**src/rtl/pc_sequencer.sv**
```systemverilog
// Next-PC controller: owns the fetch address and sequences boot, advance, redirect,
// exception entry, stall-hold and halt, with IF flush/valid qualifiers decoded from state.
module pc_sequencer #(
  parameter logic [31:0] RESET_VECTOR = 32'h0000_0000,
  parameter logic [31:0] EXC_VECTOR   = 32'h0000_0080,
  parameter int unsigned FLUSH_CYCLES = 1
) (
  input  logic        Clk,
  input  logic        Reset,
  input  logic        Stall,
  input  logic        Halt,
  input  logic        BranchTaken,
  input  logic [31:0] BranchTarget,
  input  logic        Jump,
  input  logic [31:0] JumpTarget,
  input  logic        Exception,
  input  logic [31:0] ExcPC,
  output logic [31:0] PCAddress,
  output logic        FetchValid,
  output logic        FlushIF,
  output logic [31:0] EPC,
  output logic [1:0]  State
);

  typedef enum logic [1:0] {
    StBoot   = 2'd0,
    StRun    = 2'd1,
    StFlush  = 2'd2,
    StHalted = 2'd3
  } state_e;

  localparam logic [1:0] FlushLoad = 2'(FLUSH_CYCLES - 1);

  state_e      state_q, state_d;
  logic [31:0] pc_q, pc_d;
  logic [31:0] epc_q, epc_d;
  logic [1:0]  cnt_q, cnt_d;
  logic        halt_pend_q, halt_pend_d;

  logic        take_exc;
  logic        take_redir;
  logic [31:0] exc_epc;
  logic [31:0] redir_tgt;

  // Prioritised redirect decode; a misaligned branch/jump target becomes an exception.
  always_comb begin
    take_exc   = 1'b0;
    take_redir = 1'b0;
    exc_epc    = ExcPC;
    redir_tgt  = BranchTarget;
    if (Exception) begin
      take_exc = 1'b1;
    end else if (BranchTaken) begin
      if (BranchTarget[1:0] != 2'b00) begin
        take_exc = 1'b1;
        exc_epc  = BranchTarget;
      end else begin
        take_redir = 1'b1;
      end
    end else if (Jump) begin
      redir_tgt = JumpTarget;
      if (JumpTarget[1:0] != 2'b00) begin
        take_exc = 1'b1;
        exc_epc  = JumpTarget;
      end else begin
        take_redir = 1'b1;
      end
    end
  end

  always_comb begin
    state_d     = state_q;
    pc_d        = pc_q;
    epc_d       = epc_q;
    cnt_d       = cnt_q;
    halt_pend_d = halt_pend_q;
    unique case (state_q)
      StBoot: begin
        state_d = StRun;
      end
      StRun: begin
        if (take_exc) begin
          epc_d       = exc_epc;
          pc_d        = EXC_VECTOR;
          cnt_d       = FlushLoad;
          halt_pend_d = 1'b0;
          state_d     = StFlush;
        end else if (take_redir) begin
          pc_d    = redir_tgt;
          cnt_d   = FlushLoad;
          state_d = StFlush;
        end else if (Halt || halt_pend_q) begin
          halt_pend_d = 1'b0;
          state_d     = StHalted;
        end else if (!Stall) begin
          pc_d = pc_q + 32'd4;
        end
      end
      StFlush: begin
        // Halt seen while flushing is remembered and taken on the first RUN edge.
        halt_pend_d = halt_pend_q | Halt;
        if (take_exc) begin
          epc_d       = exc_epc;
          pc_d        = EXC_VECTOR;
          cnt_d       = FlushLoad;
          halt_pend_d = 1'b0;
        end else if (take_redir) begin
          pc_d  = redir_tgt;
          cnt_d = FlushLoad;
        end else if (cnt_q == 2'd0) begin
          state_d = StRun;
        end else begin
          cnt_d = cnt_q - 2'd1;
        end
      end
      StHalted: begin
        if (Exception) begin
          epc_d   = ExcPC;
          pc_d    = EXC_VECTOR;
          cnt_d   = FlushLoad;
          state_d = StFlush;
        end
      end
    endcase
  end

  always_ff @(posedge Clk or negedge Reset) begin
    if (!Reset) begin
      state_q     <= StBoot;
      pc_q        <= RESET_VECTOR;
      epc_q       <= 32'h0;
      cnt_q       <= 2'd0;
      halt_pend_q <= 1'b0;
    end else begin
      state_q     <= state_d;
      pc_q        <= pc_d;
      epc_q       <= epc_d;
      cnt_q       <= cnt_d;
      halt_pend_q <= halt_pend_d;
    end
  end

  assign PCAddress  = pc_q;
  assign EPC        = epc_q;
  assign State      = state_q;
  assign FetchValid = (state_q == StRun);
  assign FlushIF    = (state_q == StFlush);

endmodule

```
**config.mk**
```make
export PLATFORM = sky130hd
export DESIGN_NAME = pc_sequencer
export DESIGN_NICKNAME = d
export VERILOG_FILES = /design/src/rtl/pc_sequencer.sv
export SDC_FILE = /design/constraint.sdc
export NUM_CORES = 1
export LEC_CHECK = 0
export CELL_PAD_IN_SITES_DETAIL_PLACEMENT = 0
export CELL_PAD_IN_SITES_GLOBAL_PLACEMENT = 2
export CORE_UTILIZATION = 40
export CTS_CLUSTER_SIZE = 24
export DETAILED_ROUTE_END_ITERATION = 16
export DONT_BUFFER_PORTS = 1
export HOLD_SLACK_MARGIN = 0.02
export PLACE_DENSITY = 0.83
export SYNTH_ARGS = -nofsm -noshare
export SYNTH_HDL_FRONTEND = slang
export SYNTH_SLANG_ARGS = --single-unit
```
**constraint.sdc**
```tcl
create_clock -name Clk -period 5.5 [get_ports Clk]
set_clock_uncertainty 0.15 [all_clocks]
set_input_delay 1.1 -clock Clk [delete_from_list [all_inputs] [get_ports Clk]]
set_output_delay 1.1 -clock Clk [all_outputs]
set_load 0.005 [all_outputs]
```
==> results.sh <==
export IMPL_post_cts_resized=0
export IMPL_layout_drive_gt1_share=0.149
export IMPL_power_mw=2.43
export IMPL_cts_setup_buffers=0
export IMPL_ys_ff_latch=69
export IMPL_status="finished clean"
export IMPL_netlist_instances=489
export IMPL_row_count=39
export IMPL_ant_nets=0
export IMPL_setup_violations=0
export IMPL_crit_path_end_kind="register"
export IMPL_place_ws_ps=1790
export IMPL_netlist_area_um2=4650
export IMPL_crit_slowest_cell="nand4_1"
export IMPL_n_antenna_cell=0
export IMPL_fin_ws_ps=2250
export IMPL_hold_viol=0
export IMPL_p_int_mw=1.48
export IMPL_start_util=0.409
export IMPL_path_cells="or3_1, a21oi_2, nand4_1, a21oi_1, a211o_1"
export IMPL_postLayoutCellArea_um2=5050
export IMPL_cp_slowest_stage_delay_ps=930
export IMPL_async_reset_ff_frac=1.00
export IMPL_ir_drop_mv=0.239
export IMPL_clk_latency_ps=340
export IMPL_cts_tree="built"
export IMPL_grt_pass1_wl_um=22100
export IMPL_grt_total_usage=0.247
export IMPL_cts_buffer_depth=2
export IMPL_finalWirelength_um=15000
export IMPL_instances_no_fill=620
export IMPL_num_io_pins=171
export IMPL_multi_input_area_um2=2740
export IMPL_synth_edff_count=0
export IMPL_crit_type="primary input to register"
export IMPL_post_drt_wl_per_cell_um=24.1
export IMPL_fin_crit_sh=0.591
export IMPL_avgSynthCellArea_um2=9.52
export IMPL_synth_top_family_by_area="compound AO/OA/AOI/OAI gates"
export IMPL_ys_seq_area_frac=0.371
export IMPL_yosys_area_share_simple=0.161
export IMPL_placed_area_um2=4740
export IMPL_hold_buffers=0
export IMPL_seq_area_um2=1730
export IMPL_synth_nets=598
export IMPL_antenna_found_initial=0
export IMPL_leakagePower_nw=2.00
export IMPL_period_needed_ps=3250
export IMPL_cts_sinks=69
export IMPL_muxShareOfSynthArea=0.127
export IMPL_ys_flop_type="dfrtp_1"
export IMPL_finish_utilization=0.444
export IMPL_pwr_share_comb=0.361
export IMPL_drc=0
export IMPL_crit_required_ps=5630
export IMPL_fin_nets=581
export IMPL_critical_path_max_fanout=22
export IMPL_p_sw_frac=0.390
export IMPL_dp_cells=604
export IMPL_via_per_inst=6.58
export IMPL_grt_max_degree=70
export IMPL_dieHeight_um=110
export IMPL_start_kind="primary input"
export IMPL_fp_dieW_um=110
export IMPL_yosys_warnings=0
export IMPL_power_density_cell_area_nw_per_um2=481
export IMPL_cap_violations=0
export IMPL_fin_tns_setup_ps=0
export IMPL_drtIter0Drc=274
export IMPL_fill_cells=1099
export IMPL_p_switching_uw=945
export IMPL_coreArea_um2=11400
export IMPL_holdWs_ps=296
export IMPL_routabilityCongestion=0.831
export IMPL_dr_total_vias=4082
export IMPL_hold_path_class="primary input to async pin"
export IMPL_synth_compound_area_frac=0.281
export IMPL_rsz0062_at_grt="false"
export IMPL_final_cell_mix="dfrtp_1, nand2_1, mux2_2"
export IMPL_die_area_um2=12100
export IMPL_portBuffers=0
export IMPL_syn_to_final_growth_pct=8.41
export IMPL_final_common_cell="dfrtp_1"
export IMPL_r2r_slack_ps=2330
export IMPL_drv_slew=0
export IMPL_cts_htree_levels=3
export IMPL_relSlewSlack=0.232
export IMPL_globalRouteOverflowTotal=0
export IMPL_cts_buffers=9
export IMPL_clkPwrFrac=0.250
export IMPL_synth_adder_area_share=0.0161
export IMPL_grt_pass1_vias=3959
export IMPL_clk_pin_slew_ps=60
export IMPL_ys_types=65
export IMPL_worstPathArrival_ps=3380
export IMPL_root_buffer="clkbuf_16"
export IMPL_fmax_ghz=0.308
export IMPL_hpwl_um=10800
export IMPL_first_pass_iters=5
export IMPL_p_seq_frac=0.389
export IMPL_tightest_slew_ps=1150
export IMPL_synthXorXnorAreaFrac=0
## final cells by class
| type | instances | area share |
|---|---|---|
| multi-input cells | 373 | 0.543 |
| repair buffers | 7 | 0.0104 |
| clock buffers | 12 | 0.0488 |
| flip-flops and latches | 69 | 0.342 |
| well taps | 143 | 0.0355 |
| inverters | 12 | 0.00893 |
| clock inverters | 4 | 0.0109 |
## synth_stat cells, drive strengths merged (4+ instances only)
master / count / area, um2
a31oi: 6 / 37.5
mux2i: 23 / 230
a211o: 5 / 43.8
dfrtp: 69 / 1730
a41oi: 4 / 35.0
inv: 11 / 41.3
ha: 6 / 75.1
o211ai: 9 / 67.6
mux2: 32 / 360
o21ai: 26 / 130
o221ai: 4 / 35.0
buf: 13 / 77.6
o32a: 8 / 80.1
nor2: 22 / 87.6
nor3: 8 / 40.0
nand2: 53 / 199
a21oi: 22 / 114
nand4: 10 / 77.6
nand3: 13 / 70.1
a22oi: 31 / 233
o2bb2ai: 30 / 263
nor4: 9 / 98.8
o22ai: 4 / 25.0
a21o: 4 / 30.0
clkbuf: 22 / 82.6
## path summary, 6_finish.rpt
check | start | to | cells after the start
worst min-delay path | Reset | PCAddress[4] | 0
worst max-delay path | Halt | PCAddress[8] | 5
worst min register to register | cnt_q[1] | cnt_q[1] | 2
worst max register to register | State[0] | PCAddress[21] | 7
min in group Clk | cnt_q[1] | cnt_q[1] | 2
max in group asynchronous | Reset | PCAddress[23] | 0
## power by group through the flow
stage / Clock (mW) / Sequential, mW / Combinational [mW]
floorplan: 0 / 0.876 / 0.722
global placement: 0 / 0.951 / 0.849
detailed placement: 0 / 0.958 / 0.875
CTS: 0.613 / 0.949 / 0.877
global route: 0.635 / 0.985 / 0.951
finish: 0.606 / 0.945 / 0.875
## registers in the layout, indices dropped and copies added (netlist names)
name         count
PCAddress       32
State            2
halt_pend_q      1
EPC             32
cnt_q            2
## logic make-up after synthesis
kind of cell	Yosys count
buffers and inverters	47
adder cells (fa/ha/maj)	6
multiplexers	55
flip-flops	69
AND/OR/NAND/NOR	137
AO/OA/AOI/OAI	175
## critical path: cells and delay by family
kind            cells  cell delay [ps]
compound gates      3              890
simple gates        2             1380
## metal layers
layer / up-vias / track usage / share of wire
met4: 0 / 0.0962 / 0.015
met2: 188 / 0.380 / 0.45
met3: 16 / 0.0741 / 0.098
met1: 2005 / 0.322 / 0.44
li1: 1873 / - / -
met5: - / 0 / 0
Power figures use the tool's default switching activity.
